$ cat config.mk
export PLATFORM = sky130hd
export DESIGN_NAME = mem_bus_arbiter
export DESIGN_NICKNAME = d
export VERILOG_FILES = /design/src/rtl/mem_bus_arbiter.sv
export SDC_FILE = /design/constraint.sdc
export NUM_CORES = 1
export LEC_CHECK = 0
export ABC_AREA = 1
export BUFFER_PORTS_ARGS = -buffer_cell sky130_fd_sc_hd__buf_2
export CAP_MARGIN = 10
export CORE_MARGIN = 1
export CORE_UTILIZATION = 48
export CTS_BUF_LIST = sky130_fd_sc_hd__clkbuf_16
export DETAILED_ROUTE_END_ITERATION = 8
export PLACE_DENSITY_LB_ADDON = 0.15
export SYNTH_ARGS = -nofsm -noshare
export SYNTH_HDL_FRONTEND = slang
export SYNTH_SLANG_ARGS = --single-unit
$ cat constraint.sdc
create_clock -name clk -period 6.2 [get_ports clk]
set_clock_uncertainty 0.2 [all_clocks]
set_input_delay 0.31 -clock clk [delete_from_list [all_inputs] [get_ports clk]]
set_output_delay 0.31 -clock clk [all_outputs]
set_load 0.03 [all_outputs]
$ cat src/rtl/mem_bus_arbiter.sv
// mem_bus_arbiter: shares one external memory bus between the instruction-fetch
// port and the data port. It alternates grants on conflict, registers the winning
// transaction onto the bus, and waits for an active-low acknowledge. Completion
// pulses a ready to the winner. A transaction with no acknowledge within TIMEOUT
// busy cycles is aborted and reported as a bus error.
module mem_bus_arbiter #(
  parameter int TIMEOUT = 16,
  parameter int TW      = 5
) (
  input  logic        clk,
  input  logic        rst,
  // Instruction-fetch port
  input  logic        i_req,
  input  logic [31:0] i_addr,
  output logic [31:0] i_rdata,
  output logic        i_ready,
  // Data port
  input  logic        d_req,
  input  logic        d_write,
  input  logic [1:0]  d_size,
  input  logic [31:0] d_addr,
  input  logic [31:0] d_wdata,
  output logic [31:0] d_rdata,
  output logic        d_ready,
  // External memory bus
  output logic [31:0] bus_addr,
  output logic [31:0] bus_wdata,
  input  logic [31:0] bus_rdata,
  output logic        bus_req,
  output logic        bus_write,
  output logic [1:0]  bus_size,
  input  logic        bus_ack_n,
  // Hazard and exception reporting
  output logic        stall_if,
  output logic        stall_mem,
  output logic        bus_err,
  output logic [31:0] err_addr
);

  typedef enum logic [1:0] {
    IDLE,
    IBUSY,
    DBUSY
  } state_t;

  localparam logic [TW-1:0] CNT_LAST = TW'(TIMEOUT - 1);

  state_t        state;
  logic          last_d;   // 1 when the most recent grant went to the data port
  logic [TW-1:0] wait_cnt; // busy cycles seen without an acknowledge

  // Data port wins a conflict unless it won the previous grant.
  logic grant_d;
  assign grant_d = d_req && (!i_req || !last_d);

  // Stalls hold the pipeline until the port's ready pulse arrives.
  assign stall_if  = i_req & ~i_ready;
  assign stall_mem = d_req & ~d_ready;

  // Arbitration, bus transaction tracking and all registered outputs.
  always_ff @(posedge clk or posedge rst) begin
    if (rst) begin
      state     <= IDLE;
      last_d    <= 1'b0;
      wait_cnt  <= '0;
      bus_req   <= 1'b0;
      bus_write <= 1'b0;
      bus_size  <= 2'b00;
      bus_addr  <= '0;
      bus_wdata <= '0;
      i_rdata   <= '0;
      d_rdata   <= '0;
      i_ready   <= 1'b0;
      d_ready   <= 1'b0;
      bus_err   <= 1'b0;
      err_addr  <= '0;
    end else begin
      // NOTE: the pulse outputs default low here and a later non-blocking
      // assignment in the same pass overrides it, so each pulse lasts one cycle.
      i_ready <= 1'b0;
      d_ready <= 1'b0;
      bus_err <= 1'b0;

      case (state)
        IDLE: begin
          if (grant_d) begin
            bus_addr  <= d_addr;
            bus_wdata <= d_wdata;
            bus_write <= d_write;
            bus_size  <= d_size;
            bus_req   <= 1'b1;
            last_d    <= 1'b1;
            wait_cnt  <= '0;
            state     <= DBUSY;
          end else if (i_req) begin
            bus_addr  <= i_addr;
            bus_write <= 1'b0;
            bus_size  <= 2'b00;
            bus_req   <= 1'b1;
            last_d    <= 1'b0;
            wait_cnt  <= '0;
            state     <= IBUSY;
          end
        end

        IBUSY, DBUSY: begin
          if (!bus_ack_n) begin
            // Acknowledged: hand the read data to the owner of the transaction.
            if (state == IBUSY) begin
              i_rdata <= bus_rdata;
              i_ready <= 1'b1;
            end else begin
              if (!bus_write) begin
                d_rdata <= bus_rdata;
              end
              d_ready <= 1'b1;
            end
            bus_req <= 1'b0;
            state   <= IDLE;
          end else if (wait_cnt == CNT_LAST) begin
            // No acknowledge in time: abort, report, and release the requester
            // with zeroed read data so the pipeline can take the exception.
            if (state == IBUSY) begin
              i_rdata <= '0;
              i_ready <= 1'b1;
            end else begin
              if (!bus_write) begin
                d_rdata <= '0;
              end
              d_ready <= 1'b1;
            end
            bus_err  <= 1'b1;
            err_addr <= bus_addr;
            bus_req  <= 1'b0;
            state    <= IDLE;
          end else begin
            wait_cnt <= wait_cnt + 1'b1;
          end
        end

        default: begin
          bus_req <= 1'b0;
          state   <= IDLE;
        end
      endcase
    end
  end

endmodule

==> flow_metrics.py <==
metrics = {
    "synthesis": {
        "synth_top_family_by_area": "simple AND/OR/NAND/NOR gates",
        "syn_area_um2": 7495,
        "synth_ff_type": "dfrtp_1",
        "synth-xor-area-share_pct": 0,
        "synthMostInstantiatedCell": "nand2_1",
        "avgSynthCellArea_um2": 8.272,
        "yosys_warnings": 0,
        "synth_top_area_cell": "dfrtp_1",
        "synth_simple_gate_area_share_pct": 22.75,
        "yosys-mux-area-fraction_pct": 0,
        "synthAdderAreaFrac_pct": 0.6678,
        "synth.area.top_cells": "dfrtp_1 (58%), nand2_1 (17%), o21ai_0 (8.5%), inv_1 (5.6%), nand3_1 (2.6%)",
        "netlist_top_cells_count": "nand2_1 (345), dfrtp_1 (175), o21ai_0 (127)",
        "synth.top_cell.area_share_pct": 58.43,
        "syn_nets": 1046,
        "ys_async_sr_fraction_pct": 100.0,
        "syn-instance-count": 906,
        "synth-seq-cells": 175,
        "yosysUniqueCellTypes": 19,
        "synth_edf_count": 0,
        "ys_seq_area_share_pct": 58.43,
        "synth_compound_area_share_pct": 9.282,
    },
    "global_route": {
        "grt_max_degree": 111,
        "grt_usage_pct": 26.70,
        "grt_first_pass_wirelength_um": 33400,
        "antenna_found_initial": 2,
        "gr-total-overflow": 0,
        "grt_pass1_vias": 6774,
    },
    "drt": {
        "dr.pass1.iters": 8,
        "wl_per_cell_um": 14.29,
        "ant_nets": 0,
        "via_per_inst": 4.800,
        "vias": 6951,
        "drtIter0Drc": 391,
        "routed_wl_um": 20700,
        "route.detailed.drc": 0,
    },
    "sta": {
        "rsz0062_at_grt": "false",
        "whs_ns": 0.006588,
        "hold_viol_final": 0,
        "worstMarginPinSlew_ns": 1.076,
        "slew_violations": 0,
        "min_period_over_period_pct": 49.11,
        "max_slew_margin_pct": 28.20,
        "finalCriticalPeriod_ns": 3.045,
        "final.setup.tns_ns": 0,
        "setup_viol_count_final": 0,
        "fmax_mhz": 328.4,
    },
    "setup_path": {
        "end_kind": "register",
        "cp.depth": 6,
        "timing.critical_path.from": "state[0]$_DFFE_PP0P_",
        "worst_ep_required_time_ns": 6.36,
        "r2r-start": "state[0]$_DFFE_PP0P_",
        "r2r_end": "err_addr[1]$_DFFE_PP0P_",
        "rr_worst_depth": 6,
        "crit_chain": "inv_1 > ha_1 > nand3_2 > inv_1 > nand2_1 > nand2_1",
        "critPathMaxStageDelay_ns": 1.05,
        "start_kind": "register",
        "cpMaxStageDelayCell": "inv_1",
        "cp-endpoint": "err_addr[1]$_DFFE_PP0P_",
        "worstPathMaxFanout": 33,
        "r2r_slack_ns": 3.16,
        "critical_path_arrival_ns": 3.20,
        "path_buf_inv": 2,
        "worst-setup-path-type": "register to register",
        "cp_top_family": "buffers and inverters",
    },
    "floorplan": {
        "initial_core_util_pct": 49.30,
        "core_um2": 15200,
        "die_h_um": 127.0,
        "die_area_um2": 16120,
        "rows": 45,
        "die_x_um": 127.0,
        "ioPinCount": 305,
    },
    "pwr": {
        "irDropWorstVdd_mv": 0.3043,
        "p_per_area_nw_per_um2": 496.6,
        "leakagePower_nw": 6.074,
    },
    "hold_path": {
        "hp-class": "input pin to register",
        "hp-start": "bus_rdata[2]",
    },
    "flow_run": {
        "drv_cap": 0,
    },
    "placement": {
        "hpwl_um": 13150,
        "place.port_buffers": 304,
        "gp_congestion": 0.7835,
    },
    "clocking": {
        "cts_tree": "built",
        "clock_path_buffers": 2,
        "clk_latency_ns": 0.42,
        "cts_resized": 0,
        "clk_pin_slew_ns": 0.06,
        "cts.htree.levels": 4,
        "cts-root-buf": "clkbuf_16",
        "numClockSinks": 175,
        "cts_buffers": 17,
    },
    "layout": {
        "seq_area_um2": 4379,
        "multi_input_area_um2": 2470,
        "area_growth_pct": 36.86,
        "drive_gt1_share_pct": 27.74,
        "nets": 1385,
        "fillers": 1289,
    },
    "outcome": {
        "outcome": "finished clean",
    },
}
## per-stage QoR
stage	utilization, %	std cells	worst slack [ns]	cell area, um2	total power [mW]
after floorplan	-	906	0.9448	7495	3.341
after global placement	59.53	1352	3.067	9050	3.992
after detailed placement	59.53	1352	2.948	9050	4.031
after CTS	67.31	1445	3.085	10230	5.108
after global routing	67.47	1448	2.793	10260	5.415
final	67.47	1448	3.155	10260	5.094
## placed cells by master (no fill, tap or decap), types with 11 or more instances in the layout
cell,synthesis,routed
buf_2,15,304
clkbuf_16,0,17
dfrtp_1,175,175
dlygate4sd3_1,0,61
inv_1,111,111
nand2_1,345,344
nand3_1,39,38
nor2_1,35,35
o21ai_0,127,127
o21ai_1,12,11
## per-layer routing
layer  up-vias  share of wire (%)  track usage (%)
met1      3188                 41            32.12
met4         0                3.4            11.76
met5         -                  0                0
met3        49                6.7            7.296
met2       251                 49            45.05
li1       3463                  -                -
## where the power goes
group	internal, mW	switching (mW)	leakage, nW
clock	0.591	0.448	0.272
sequential	1.56	0.246	2.27
combinational	0.592	1.66	3.53
total	2.74	2.35	6.07
## worst min-delay path: stages
cell,delay [ns]
buf_2,0.10
inv_1,0.04
nor2_1,0.04
nand2_1,0.05
nand2_1,0.05
## timing repair
action                    4_1_cts  5_1_grt
hold endpoints to repair      169        0
hold buffers                   61        0
setup buffers                   0        0
## cells by family after synthesis
group,Yosys count
adders and majority gates,4
and+or+nand+nor,428
buffers and inverters,160
DFF,175
AOI/OAI and AO/OA,139
## layout make-up
class	count	area share, %
sequential	175	42.69
multi-input combinational	571	24.08
timing repair buffer	369	21.20
clock buffer	17	4.147
inverter	111	4.111
tap	188	2.293
clock inverter	15	1.427
antenna	2	0.04879
## worst min-delay path by stage
| stage | end | cells after the start |
|---|---|---|
| finish | i_rdata[2]$_DFFE_PP0P_ | 5 |
| global route | i_rdata[17]$_DFFE_PP0P_ | 5 |
| CTS | i_rdata[2]$_DFFE_PP0P_ | 5 |
| global placement | d_rdata[31]$_DFFE_PP0P_ | 2 |
| detailed placement | d_rdata[13]$_DFFE_PP0P_ | 2 |
| floorplan | last_d$_DFFE_PP0P_ | 2 |
## flip-flops by register name (all words and copies together) (netlist names), 2 cells and up
register,flops
wait_cnt,5
err_addr,32
d_rdata,32
bus_wdata,32
i_rdata,32
state,2
bus_size,2
bus_addr,32
Note: power is estimated with default switching activity, not from simulation.
